==> config.mk <==
export PLATFORM = sky130hd
export DESIGN_NAME = branch_redirect_ctrl_flat
export DESIGN_NICKNAME = d
export VERILOG_FILES = /design/src/rtl/branch_redirect_ctrl_if.sv /design/src/rtl/branch_redirect_ctrl.sv /design/src/flat_wrapper.sv
export SDC_FILE = /design/constraint.sdc
export NUM_CORES = 1
export LEC_CHECK = 0
export ABC_AREA = 1
export BUFFER_PORTS_ARGS = -buffer_cell sky130_fd_sc_hd__buf_2
export CAP_MARGIN = 20
export CELL_PAD_IN_SITES_DETAIL_PLACEMENT = 0
export CELL_PAD_IN_SITES_GLOBAL_PLACEMENT = 1
export CORE_MARGIN = 4
export CORE_UTILIZATION = 34
export CTS_CLUSTER_DIAMETER = 30
export CTS_CLUSTER_SIZE = 40
export DETAILED_ROUTE_END_ITERATION = 16
export HOLD_SLACK_MARGIN = 0.05
export PLACE_DENSITY = 0.93
export SLEW_MARGIN = 20
export SYNTH_ARGS = -nofsm -noshare
export SYNTH_HDL_FRONTEND = slang
export SYNTH_SLANG_ARGS = --single-unit
==> constraint.sdc <==
create_clock -name clk -period 3.04 [get_ports clk]
set_input_delay 0.608 -clock clk [delete_from_list [all_inputs] [get_ports clk]]
set_output_delay 0.608 -clock clk [all_outputs]
set_load 0.01 [all_outputs]
==> src/rtl/branch_redirect_ctrl_if.sv <==
// ---------------------------------------------------------------------------
// branch_redirect_ctrl_if
//
// Bundles the fetch-port handshake, the execute-stage control-flow inputs and
// the flush/misalign/performance outputs of branch_redirect_ctrl.
//
// Signals:
//   fetch_pc          32  request address                 (ctrl -> fetch)
//   fetch_valid        1  request valid                   (ctrl -> fetch)
//   fetch_ready        1  request accepted when both high (fetch -> ctrl)
//   fetch_resp_valid   1  one in-order response returned  (fetch -> ctrl)
//   resp_drop          1  discard this cycle's response   (ctrl -> fetch)
//   ex_valid           1  execute holds a control-flow op (ex -> ctrl)
//   ex_branch          1  conditional branch              (ex -> ctrl)
//   ex_jump            1  jal/jalr                        (ex -> ctrl)
//   ex_taken           1  branch comparator result        (ex -> ctrl)
//   ex_target         32  resolved target                 (ex -> ctrl)
//   flush              1  squash stages younger than ex   (ctrl -> pipe)
//   misalign           1  taken target not word-aligned   (ctrl -> pipe)
//   perf_branches     32  conditional branches resolved   (ctrl -> perf)
//   perf_taken        32  redirects taken                 (ctrl -> perf)
//
// Modports: master = the redirect controller, slave = fetch/execute side.
// ---------------------------------------------------------------------------
interface branch_redirect_ctrl_if;
    logic [31:0] fetch_pc;
    logic        fetch_valid;
    logic        fetch_ready;
    logic        fetch_resp_valid;
    logic        resp_drop;
    logic        ex_valid;
    logic        ex_branch;
    logic        ex_jump;
    logic        ex_taken;
    logic [31:0] ex_target;
    logic        flush;
    logic        misalign;
    logic [31:0] perf_branches;
    logic [31:0] perf_taken;

    modport master (
        output fetch_pc, fetch_valid, resp_drop, flush, misalign,
               perf_branches, perf_taken,
        input  fetch_ready, fetch_resp_valid, ex_valid, ex_branch, ex_jump,
               ex_taken, ex_target
    );

    modport slave (
        input  fetch_pc, fetch_valid, resp_drop, flush, misalign,
               perf_branches, perf_taken,
        output fetch_ready, fetch_resp_valid, ex_valid, ex_branch, ex_jump,
               ex_taken, ex_target
    );
endinterface

==> src/rtl/branch_redirect_ctrl.sv <==
// ---------------------------------------------------------------------------
// branch_redirect_ctrl
//
// Fetch-side control-flow sequencer. Owns the PC, issues sequential fetch
// requests (predict-not-taken), tracks outstanding fetches, and redirects on
// a resolved taken branch or jump. A misaligned taken target redirects to
// TRAP_VEC instead. After a redirect with fetches still in flight, the block
// drains (drops) their stale responses before fetching from the new PC.
//
// Ports:
//   clk  in  clock
//   rst  in  synchronous active-high reset
//   bus  branch_redirect_ctrl_if.master (fetch handshake, execute inputs,
//        flush/misalign pulses, performance counters)
//
// Parameters: RESET_PC, TRAP_VEC, MAX_OUT (1..7 outstanding requests).
//
// Optional feature macro: BRANCH_PERF_EN -- when defined, perf_branches and
// perf_taken are live 32-bit wrapping counters; otherwise both read 0.
// ---------------------------------------------------------------------------
module branch_redirect_ctrl #(
    parameter logic [31:0] RESET_PC = 32'h0000_0000,
    parameter logic [31:0] TRAP_VEC = 32'h0000_0004,
    parameter int          MAX_OUT  = 2
) (
    input logic                   clk,
    input logic                   rst,
    branch_redirect_ctrl_if.master bus
);
    localparam logic [2:0] MAX_CNT = 3'(MAX_OUT);

    typedef enum logic {
        RUN,
        DRAIN
    } state_t;

    state_t      state;
    logic [31:0] pc;
    logic [2:0]  cnt;

    logic        act;
    logic        redirect;
    logic        target_misaligned;
    logic        fetch_valid;
    logic        accept;
    logic [2:0]  cnt_next;

    always_comb begin
        act               = bus.ex_jump | (bus.ex_branch & bus.ex_taken);
        // Gated by rst so the pulses read 0 during reset regardless of state.
        redirect          = bus.ex_valid & act & (state == RUN) & ~rst;
        target_misaligned = (bus.ex_target[1:0] != 2'b00);
        // A redirect withdraws any request offered in the same cycle.
        fetch_valid       = (state == RUN) & (cnt < MAX_CNT) & ~redirect & ~rst;
        accept            = fetch_valid & bus.fetch_ready;

        // Accept and response together cancel out; a response with nothing
        // outstanding is a protocol error and must not wrap the counter.
        cnt_next = cnt;
        if (accept && !bus.fetch_resp_valid) begin
            cnt_next = cnt + 3'd1;
        end else if (!accept && bus.fetch_resp_valid && cnt != 3'd0) begin
            cnt_next = cnt - 3'd1;
        end
    end

    assign bus.fetch_pc    = pc;
    assign bus.fetch_valid = fetch_valid;
    assign bus.flush       = redirect;
    assign bus.misalign    = redirect & target_misaligned;
    // The response arriving in the redirect cycle itself is already stale.
    assign bus.resp_drop   = ~rst & ((state == DRAIN) | redirect);

    always_ff @(posedge clk) begin
        if (rst) begin
            state <= RUN;
            pc    <= RESET_PC;
            cnt   <= 3'd0;
        end else begin
            cnt <= cnt_next;
            case (state)
                RUN: begin
                    if (redirect) begin
                        pc    <= target_misaligned ? TRAP_VEC : bus.ex_target;
                        // Only drain if fetches are still in flight after
                        // this cycle's response has been counted.
                        state <= (cnt_next != 3'd0) ? DRAIN : RUN;
                    end else if (accept) begin
                        pc <= pc + 32'd4;
                    end
                end
                DRAIN: begin
                    // Execute is ignored here; only stale responses matter.
                    if (cnt_next == 3'd0) begin
                        state <= RUN;
                    end
                end
                default: state <= RUN;
            endcase
        end
    end

`ifdef BRANCH_PERF_EN
    logic [31:0] perf_branches_q;
    logic [31:0] perf_taken_q;

    always_ff @(posedge clk) begin
        if (rst) begin
            perf_branches_q <= 32'd0;
            perf_taken_q    <= 32'd0;
        end else begin
            if (bus.ex_valid && bus.ex_branch && state == RUN) begin
                perf_branches_q <= perf_branches_q + 32'd1;
            end
            if (redirect) begin
                perf_taken_q <= perf_taken_q + 32'd1;
            end
        end
    end

    assign bus.perf_branches = perf_branches_q;
    assign bus.perf_taken    = perf_taken_q;
`else
    assign bus.perf_branches = 32'd0;
    assign bus.perf_taken    = 32'd0;
`endif

endmodule

==> src/flat_wrapper.sv <==
// flat-port wrapper written by rule: the top's interface ports become plain ports
module branch_redirect_ctrl_flat 
#(
    parameter logic [31:0] RESET_PC = 32'h0000_0000,
    parameter logic [31:0] TRAP_VEC = 32'h0000_0004,
    parameter int          MAX_OUT  = 2
)
  (clk, rst, bus_fetch_pc, bus_fetch_valid, bus_resp_drop, bus_flush, bus_misalign, bus_perf_branches, bus_perf_taken, bus_fetch_ready, bus_fetch_resp_valid, bus_ex_valid, bus_ex_branch, bus_ex_jump, bus_ex_taken, bus_ex_target);
  branch_redirect_ctrl_if bus_i ();
  input logic clk;
  input logic rst;
  output wire logic [$bits(bus_i.fetch_pc)-1:0] bus_fetch_pc;
  output wire logic [$bits(bus_i.fetch_valid)-1:0] bus_fetch_valid;
  output wire logic [$bits(bus_i.resp_drop)-1:0] bus_resp_drop;
  output wire logic [$bits(bus_i.flush)-1:0] bus_flush;
  output wire logic [$bits(bus_i.misalign)-1:0] bus_misalign;
  output wire logic [$bits(bus_i.perf_branches)-1:0] bus_perf_branches;
  output wire logic [$bits(bus_i.perf_taken)-1:0] bus_perf_taken;
  input wire logic [$bits(bus_i.fetch_ready)-1:0] bus_fetch_ready;
  input wire logic [$bits(bus_i.fetch_resp_valid)-1:0] bus_fetch_resp_valid;
  input wire logic [$bits(bus_i.ex_valid)-1:0] bus_ex_valid;
  input wire logic [$bits(bus_i.ex_branch)-1:0] bus_ex_branch;
  input wire logic [$bits(bus_i.ex_jump)-1:0] bus_ex_jump;
  input wire logic [$bits(bus_i.ex_taken)-1:0] bus_ex_taken;
  input wire logic [$bits(bus_i.ex_target)-1:0] bus_ex_target;
  assign bus_fetch_pc = bus_i.fetch_pc;
  assign bus_fetch_valid = bus_i.fetch_valid;
  assign bus_resp_drop = bus_i.resp_drop;
  assign bus_flush = bus_i.flush;
  assign bus_misalign = bus_i.misalign;
  assign bus_perf_branches = bus_i.perf_branches;
  assign bus_perf_taken = bus_i.perf_taken;
  assign bus_i.fetch_ready = bus_fetch_ready;
  assign bus_i.fetch_resp_valid = bus_fetch_resp_valid;
  assign bus_i.ex_valid = bus_ex_valid;
  assign bus_i.ex_branch = bus_ex_branch;
  assign bus_i.ex_jump = bus_ex_jump;
  assign bus_i.ex_taken = bus_ex_taken;
  assign bus_i.ex_target = bus_ex_target;
  branch_redirect_ctrl #(.RESET_PC(RESET_PC), .TRAP_VEC(TRAP_VEC), .MAX_OUT(MAX_OUT)) u_core (.clk(clk), .rst(rst), .bus(bus_i));
endmodule
== Yosys cells after proc, flatten, opt, wreduce, memory -nomap -nowiden ==
Index checks and enable logic that the tools add are counted.

* Register bits: 36
* Bits in latches: 0
* Bits in writable memories: 0
* ROM bits: 0
* Input port bits: 40
* Output and inout bits: 100
* Memories kept: 0

* Add/subtract/negate cells: 3
* $mul: 0
* Divide/modulo/power cells: 0
* Magnitude comparators: 1
* Equal/unequal tests: 0
* Shift-type cells: 0
* Muxes and demuxes: 9
* Bitwise operators: 15
* Reductions and logical operators: 11

{| class="wikitable"
|+ Operators by type and width
! cell !! number
|-
| 32-bit 2-to-1 mux || 3
|-
| 32-bit by 3-bit adder with 32-bit output, second input constant || 1
|-
| 1-bit AND || 10
|-
| 3-bit 2-to-1 mux || 2
|-
| 3-bit nonzero test || 2
|-
| 2-bit nonzero test || 2
|-
| 3-bit by 1-bit adder with 3-bit output, second input constant || 1
|-
| 1-bit logical AND || 3
|-
| 3-bit zero test || 1
|-
| 3-bit by 2-bit less-than comparator with 1-bit output, second input constant || 1
|-
| 1-bit 2-to-1 mux || 3
|-
| 1-bit inverter || 3
|-
| 3-bit by 1-bit subtractor with 3-bit output, second input constant || 1
|-
| 1-bit zero test || 2
|-
| 1-bit bitwise OR || 2
|-
| 1-bit one-hot mux with 2 select lines || 1
|-
| 2-bit AND reduction || 1
|}

== Longest topological paths before layout ==
Gate-level depths: netlist of run 1.

* Depth in word-level cells: 18
* Depth in mapped cells: 10

== Least setup slack after synthesis of run 1 ==
OpenSTA, ideal clock, no wires.

* Path kind: in2out
* Start point: input bus_ex_branch
* End point: output bus_resp_drop
* Data arrival time: 1370 ps
* Path slack: 1062 ps
* Stages on the path: 7
* Cells stage by stage: nand2_1 > nand2_1 > nand3_2 > buf_4 > inv_2 > o21ai_0 > inv_1

* Longest elaborated chain between the ends: 7

{| class="wikitable"
|+ RTL lines
! what !! line !! source
|-
| start: declaration || flat_wrapper.sv:22 || <nowiki>input wire logic [$bits(bus_i.ex_branch)-1:0] bus_ex_branch;</nowiki>
|-
| 1-bit AND || branch_redirect_ctrl.sv:49 || <nowiki>act = bus.ex_jump | (bus.ex_branch & bus.ex_taken);</nowiki>
|-
| 1-bit bitwise OR || branch_redirect_ctrl.sv:49 ||
|-
| 1-bit AND (3 in a row) || branch_redirect_ctrl.sv:51 || <nowiki>redirect = bus.ex_valid & act & (state == RUN) & ~rst;</nowiki>
|-
| net bus_flush || flat_wrapper.sv:15 || <nowiki>output wire logic [$bits(bus_i.flush)-1:0] bus_flush;</nowiki>
|-
| 1-bit bitwise OR || branch_redirect_ctrl.sv:72 || <nowiki>assign bus.resp_drop = ~rst & ((state == DRAIN) | redirect);</nowiki>
|-
| 1-bit AND || branch_redirect_ctrl.sv:72 ||
|-
| end: declaration || flat_wrapper.sv:14 || <nowiki>output wire logic [$bits(bus_i.resp_drop)-1:0] bus_resp_drop;</nowiki>
|}

The timed path passes the listed nets, and every way through them passes these cells.

== Worst setup path in the final report of run 1 ==
* Start point: input rst
* End point: output bus_resp_drop

* Longest elaborated chain between the ends: 4

{| class="wikitable"
|+ RTL lines
! what !! line !! source
|-
| start: declaration || flat_wrapper.sv:11 || <nowiki>input logic rst;</nowiki>
|-
| 1-bit inverter * || branch_redirect_ctrl.sv:51, branch_redirect_ctrl.sv:72 ||
|-
| 1-bit AND || branch_redirect_ctrl.sv:51 ||
|-
| 1-bit bitwise OR || branch_redirect_ctrl.sv:72 ||
|-
| 1-bit AND * || branch_redirect_ctrl.sv:72 ||
|}

Every way passes the cells marked *; elsewhere a longest branch is shown, timed or not.

==> impl_metrics.json, run 1 <==
{
  "row_count": 33,
  "synthMuxAreaShare": 0,
  "ys_warn_count": 0,
  "grt_max_degree": 45,
  "synth_xor_area_frac": 0.0322,
  "p_leak_nw": 1.54,
  "utilization": 0.390,
  "nets": 568,
  "grt_pass1_wl_mm": 13.3,
  "status": "complete, no violations",
  "clockBufferDepth": 2,
  "dieWidth_um": 102,
  "grt_pass1_vias": 2824,
  "syn_area_um2": 2990,
  "fin_crit_sh": 0.711,
  "synth.area.top_cells": "dfxtp_1, buf_4, nand2_1",
  "cp_common_cell": "buf_2",
  "synth_top_family_by_area": "simple AND/OR/NAND/NOR gates",
  "synth-main-ff-cell": "dfxtp_1",
  "yosysTopAreaCell": "dfxtp_1",
  "drive_gt1_frac": 0.215,
  "cts_tree": "built",
  "grtUsageTotal": 0.161,
  "fin_tns_setup_ns": 0,
  "syn-instance-count": 454,
  "p_int_mw": 1.07,
  "max_stage_delay_ns": 0.21,
  "avgSynthCellArea_um2": 6.58,
  "fmax_mhz": 462,
  "required_ns": 2.43,
  "antenna_cells": 0,
  "arrival_ns": 1.55,
  "whs_path_depth": 2,
  "vias_per_cell": 4.73,
  "path_depth": 7,
  "cts_htree_levels": 2,
  "port_buffers": 75,
  "cp_num_buf_inv": 4,
  "n_fill_cell": 951,
  "die_area_um2": 10400,
  "critPathTopFamily": "buffers and inverters",
  "synth_edf_count": 0,
  "endpoint_kind": "primary output",
  "p_per_area_nw_per_um2": 581,
  "antenna_found_initial": 0,
  "syn2layout_area_growth_pct": 9.46,
  "finalSetupViolCount": 0,
  "root_buffer": "clkbuf_8",
  "p_comb_frac": 0.419,
  "synthSimpleGateAreaFrac": 0.296,
  "pwr-share-seq": 0.391,
  "reg2regPathDepth": 8,
  "async_flop_share": 0,
  "hold_violations": 0,
  "drc": 0,
  "synth_top_area_share": 0.241,
  "fp.dieH_um": 102,
  "peakVddDrop_uv": 277,
  "initial_core_util": 0.357,
  "startpoint_type": "primary input",
  "routed_wl_mm": 8.29,
  "p_sw_uw": 836,
  "switching_share": 0.439,
  "critical_path.cell_chain": "buf_2, nor2_2, nand3_2, inv_2, o21ai_0, inv_1, buf_2",
  "period_minus_slack_ns": 2.16,
  "drtIter0Drc": 166,
  "clkLatencyLatePin_ns": 0.29,
  "firstDrtPassIters": 4,
  "ys_types": 36,
  "cap_violations": 0,
  "core-area_um2": 8380,
  "cts_buffers": 5,
  "drv_slew": 0,
  "pwr-share-clk": 0.190,
  "skew_ns": 0.0115,
  "rsz0062_at_grt": "no",
  "place_hpwl_mm": 6.45,
  "final_common_cell": "nand2_1",
  "vias": 2981,
  "place_congestion": 0.895,
  "ios": 140,
  "hold_class": "flop to flop",
  "ys_ff_latch": 36,
  "cts_resized": 0,
  "path_class": "primary input to primary output",
  "yosysSeqAreaShare": 0.241,
  "clock_sinks": 36,
  "grt_overflow": 0,
  "postCtsHoldBufs": 0,
  "synth_compound_area_frac": 0.170,
  "clk_pin_slew_ns": 0.07,
  "wl_per_cell_um": 13.2,
  "worst-path-max-fanout": 9,
  "cts_setup_buffers": 0,
  "cp_slowest_cell": "inv_2",
  "yosys.area_share.adder": 0.0167,
  "final_cell_mix": "nand2_1, buf_2, conb_1, o21ai_0",
  "final_antenna_net_count": 0
}
-- worst paths after layout --
| path | endpoint | from | slack (ns) |
|---|---|---|---|
| max reg2reg | u_core.bus.fetch_pc[12]$_SDFFE_PP0P_ | u_core.cnt[1]$_SDFF_PP0_ | 1.27 |
| min | u_core.bus.fetch_pc[1]$_SDFFE_PP0P_ | u_core.bus.fetch_pc[1]$_SDFFE_PP0P_ | 0.45 |
| min reg2reg | u_core.bus.fetch_pc[1]$_SDFFE_PP0P_ | u_core.bus.fetch_pc[1]$_SDFFE_PP0P_ | 0.45 |
| max | bus_resp_drop | rst | 0.88 |
-- registers in the layout, indices dropped and copies added, names as in the netlist --
name	flops
u_core.cnt	3
u_core.bus.fetch_pc	32
u_core.state	1
-- through the flow --
| stage | setup slack, ns | instances | instance area, um2 | total power [mW] | hold slack [ns] |
|---|---|---|---|---|---|
| after floorplan | 1.06 | 517 | 3230 | 1.37 | 0.470 |
| after global placement | 0.915 | 622 | 3180 | 1.53 | 0.432 |
| after detailed placement | 0.862 | 622 | 3180 | 1.55 | 0.435 |
| after CTS | 0.867 | 630 | 3270 | 1.92 | 0.447 |
| after global routing | 0.780 | 630 | 3270 | 2.08 | 0.471 |
| final | 0.878 | 630 | 3270 | 1.90 | 0.448 |
-- worst reg2reg max path: cells and delay by family (launching register included) --
family	cells	cell delay (ns)
AND/OR/NAND/NOR	5	0.83
flip-flops	1	0.34
AO/OA/AOI/OAI	2	0.40
buffers and inverters	1	0.09
-- routing by layer --
| layer | global-route usage | up-vias | wire length [um] |
|---|---|---|---|
| li1 | - | 1504 | - |
| met1 | 0.202 | 1364 | 3670 |
| met2 | 0.271 | 107 | 3860 |
| met3 | 0.0427 | 6 | 678 |
| met4 | 0.0429 | 0 | 80 |
| met5 | 0 | - | 0 |
-- cells in the mapped netlist, types with 5 or more instances --
cell	count
nor3_1	10
nor3_2	5
a21oi_1	36
nand4_1	6
a31oi_1	10
dfxtp_1	36
nand3_1	21
inv_1	35
nand2_1	94
buf_4	68
o21ai_0	38
xor2_1	10
nor2_1	35
nand2_2	5
-- power by group through the flow --
stage,clock network [mW],registers (mW),logic (mW)
floorplan,0,0.754,0.613
finish,0.361,0.743,0.797
global route,0.390,0.763,0.928
detailed placement,0,0.751,0.801
CTS,0.373,0.741,0.806
global placement,0,0.747,0.787
-- layout make-up --
cell class | instances | area, um2 | area share
multi-input cells | 364 | 1780 | 0.544
flip-flops and latches | 36 | 721 | 0.220
repair buffers | 78 | 398 | 0.122
inverters | 39 | 149 | 0.0455
well taps | 105 | 131 | 0.0402
clock buffers | 6 | 82.6 | 0.0252
clock inverters | 2 | 10.0 | 0.00306
-- kinds of logic after synthesis --
kind of cell	Yosys count
other	1
flip-flops	36
AND/OR/NAND/NOR	191
adder cells (fa/ha/maj)	4
buffers and inverters	117
XOR/XNOR	11
AO/OA/AOI/OAI	94
Note: power is estimated with default switching activity, not from simulation.
==> inputs of run 2 (changes only) <==
- ABC_AREA: 1 -> 0
- CORE_UTILIZATION: 34 -> 29
- PLACE_DENSITY: 0.93 -> 0.84
- clock period: 3.04 -> 1.73 ns (I/O delays scaled with it)
==> run 2 against run 1 <==
The flow now finishes with violations (negative setup slack); worst hold slack lost 0.21 ns; clock skew shrank 0.0072 ns; register-to-register slack lost 1.3 ns; synthesized cell count shrank 21%; combinational power grew 91%; utilization grew 6.4 points; flip-flop and latch count is the same; synthesized area shrank 6.3%; clock power grew 81%; non-clock buffer count grew 92; critical endpoint unchanged; largest cell class unchanged; highest routed layer unchanged.
==> impl_metrics.json, run 2 <==
{
  "grt_overflow": 0,
  "crit_end": "bus_resp_drop",
  "p_per_area_nw_per_um2": 743,
  "ys_warn_count": 0,
  "drive_gt1_frac": 0.478,
  "yosysSeqAreaShare": 0.257,
  "skew_ns": 0.00433,
  "syn2layout_area_growth_pct": 51.3,
  "path_class": "flop to primary output",
  "hold_violations": 0,
  "antenna_found_initial": 0,
  "worst-path-max-fanout": 5,
  "clkLatencyLatePin_ns": 0.30,
  "firstDrtPassIters": 5,
  "ios": 140,
  "root_buffer": "clkbuf_8",
  "cts_tree": "built",
  "vias": 3210,
  "clock_sinks": 36,
  "reg2regPathDepth": 6,
  "grt_pass1_vias": 2993,
  "finalSetupViolCount": 8,
  "avgSynthCellArea_um2": 7.85,
  "cp_slowest_cell": "dfxtp_4",
  "core-area_um2": 9330,
  "endpoint_kind": "primary output",
  "synth_top_area_share": 0.257,
  "nets": 564,
  "max_stage_delay_ns": 0.37,
  "r2r-start": "u_core.bus.fetch_pc[3]$_SDFFE_PP0P_",
  "synth_most_common_cell": "buf_4",
  "grt_max_degree": 12,
  "synth_common_cells": "buf_4, dfxtp_1, nand2_1",
  "whs_ns": 0.238,
  "antenna_cells": 0,
  "violations": "negative setup slack",
  "startpoint": "u_core.state$_SDFF_PP0_",
  "hold_class": "primary input to flop",
  "vias_per_cell": 4.94,
  "critical_path.cell_chain": "buf_6, and2b_2, and2_4, nor2_4, nor2_4, buf_6",
  "utilization": 0.454,
  "clk_pin_slew_ns": 0.08,
  "rsz0062_at_grt": "yes",
  "final_common_cell": "buf_4",
  "largest_register_ffs": 32,
  "fin_crit_sh": 1.05,
  "initial_core_util": 0.300,
  "async_flop_share": 0,
  "yosysTopAreaCell": "dfxtp_1",
  "required_ns": 1.38,
  "p_leak_nw": 1.96,
  "row_count": 35,
  "drv_slew": 0,
  "place_hpwl_mm": 7.39,
  "hp-start": "bus_ex_target[28]",
  "drtIter0Drc": 221,
  "cts_htree_levels": 2,
  "synth.area.top_cells": "dfxtp_1, buf_4, a21oi_1",
  "status": "complete, but fails checks",
  "final_antenna_net_count": 0,
  "arrival_ns": 1.47,
  "synth-main-ff-cell": "dfxtp_1",
  "cts_buffers": 5,
  "drc": 0,
  "startpoint_type": "flop",
  "routed_wl_mm": 9.94,
  "syn-instance-count": 357,
  "n_fill_cell": 927,
  "worst_slack_ns": -0.0876,
  "reg2reg_to": "u_core.bus.fetch_pc[20]$_SDFFE_PP0P_",
  "syn_area_um2": 2800,
  "dieWidth_um": 106,
  "fmax_mhz": 550,
  "ys_ff_latch": 36,
  "synth_edf_count": 0,
  "reg2reg_slack_ns": -0.06,
  "clockBufferDepth": 2,
  "grtUsageTotal": 0.160,
  "cap_violations": 0,
  "place_congestion": 0.865,
  "die_area_um2": 11300,
  "postCtsHoldBufs": 0,
  "wl_per_cell_um": 15.3,
  "period_minus_slack_ns": 1.82,
  "ys_types": 58,
  "grt_pass1_wl_mm": 14.6,
  "port_buffers": 75,
  "peakVddDrop_uv": 359,
  "fp.dieH_um": 106,
  "final_cell_mix": "buf_4, buf_2, conb_1, dfxtp_1"
}
[run 2: cell count changes after synthesis, moves of 8 or more]
cell / change
nor2_1: -14
xor2_1: -9
nor4_1: +9
nand2_1: -67
o21ai_0: -27
a21oi_1: -11
inv_1: -29
a32oi_1: +8
[run 2: how the worst min path moves through the flow]
stage,endpoint,depth (start not counted),slack (ns)
after global routing,u_core.bus.fetch_pc[11]$_SDFFE_PP0P_,2,0.27
after floorplan,u_core.bus.fetch_pc[17]$_SDFFE_PP0P_,2,0.45
after global placement,u_core.bus.fetch_pc[0]$_SDFFE_PP0P_,1,0.44
after CTS,u_core.bus.fetch_pc[28]$_SDFFE_PP0P_,3,0.24
after detailed placement,u_core.bus.fetch_pc[0]$_SDFFE_PP0P_,1,0.44
final,u_core.bus.fetch_pc[28]$_SDFFE_PP0P_,3,0.24
[run 2: cell families after synthesis]
family                     share of synthesized area
DFF                                            0.257
muxes                                         0.0143
adders and majority gates                     0.0179
buffers and inverters                          0.204
xor gates and xnor gates                      0.0219
AOI/OAI and AO/OA                              0.230
other                                        0.00134
and+or+nand+nor                                0.254
[run 2: per-layer routing]
metal	track usage	vias to the layer above	wire, um
met5	0	-	0
met4	0.0490	0	97
met3	0.0346	10	909
met2	0.259	161	4800
met1	0.213	1521	4130
li1	-	1518	-
[run 2: final cells by class]
class	count	area, um2	share of cell area
Clock buffer	8	90.1	0.0213
Inverter	7	26.3	0.00620
Multi-Input combinational cell	300	2040	0.481
Sequential cell	36	743	0.175
Tap cell	129	161	0.0381
Timing Repair Buffer	170	1180	0.278
[run 2: critical path: cells and delay by family, from the launching register on]
kind | cells | cell delay (ns)
flops | 1 | 0.37
simple gates | 4 | 0.59
buf+inv | 2 | 0.22
[run 2: repair_timing]
item | CTS | global route
gates cloned | 0 | 1
buffers inserted | 14 | 6
pin swaps | 13 | 38
resized for setup | 17 | 71
setup endpoints to repair | 24 | 35
[run 2: per-stage QoR]
stage	power [mW]	setup TNS [ns]	area (um2)	setup slack, ns	cells
6_report	3.15	-0.438	4240	-0.0876	650
4_1_cts	2.93	-0.524	3880	-0.0985	643
2_1_floorplan	1.73	-0.00187	3070	-0.00187	420
3_5_place_dp	2.12	-2.90	3630	-0.210	621
5_1_grt	3.34	-1.62	4240	-0.149	650
3_3_place_gp	2.09	-1.91	3630	-0.155	621
[run 2: where the power goes]
part           switching (mW)  internal [mW]
registers              0.0672          0.904
clock network           0.329          0.326
logic                   0.782          0.741
total                    1.18           1.97
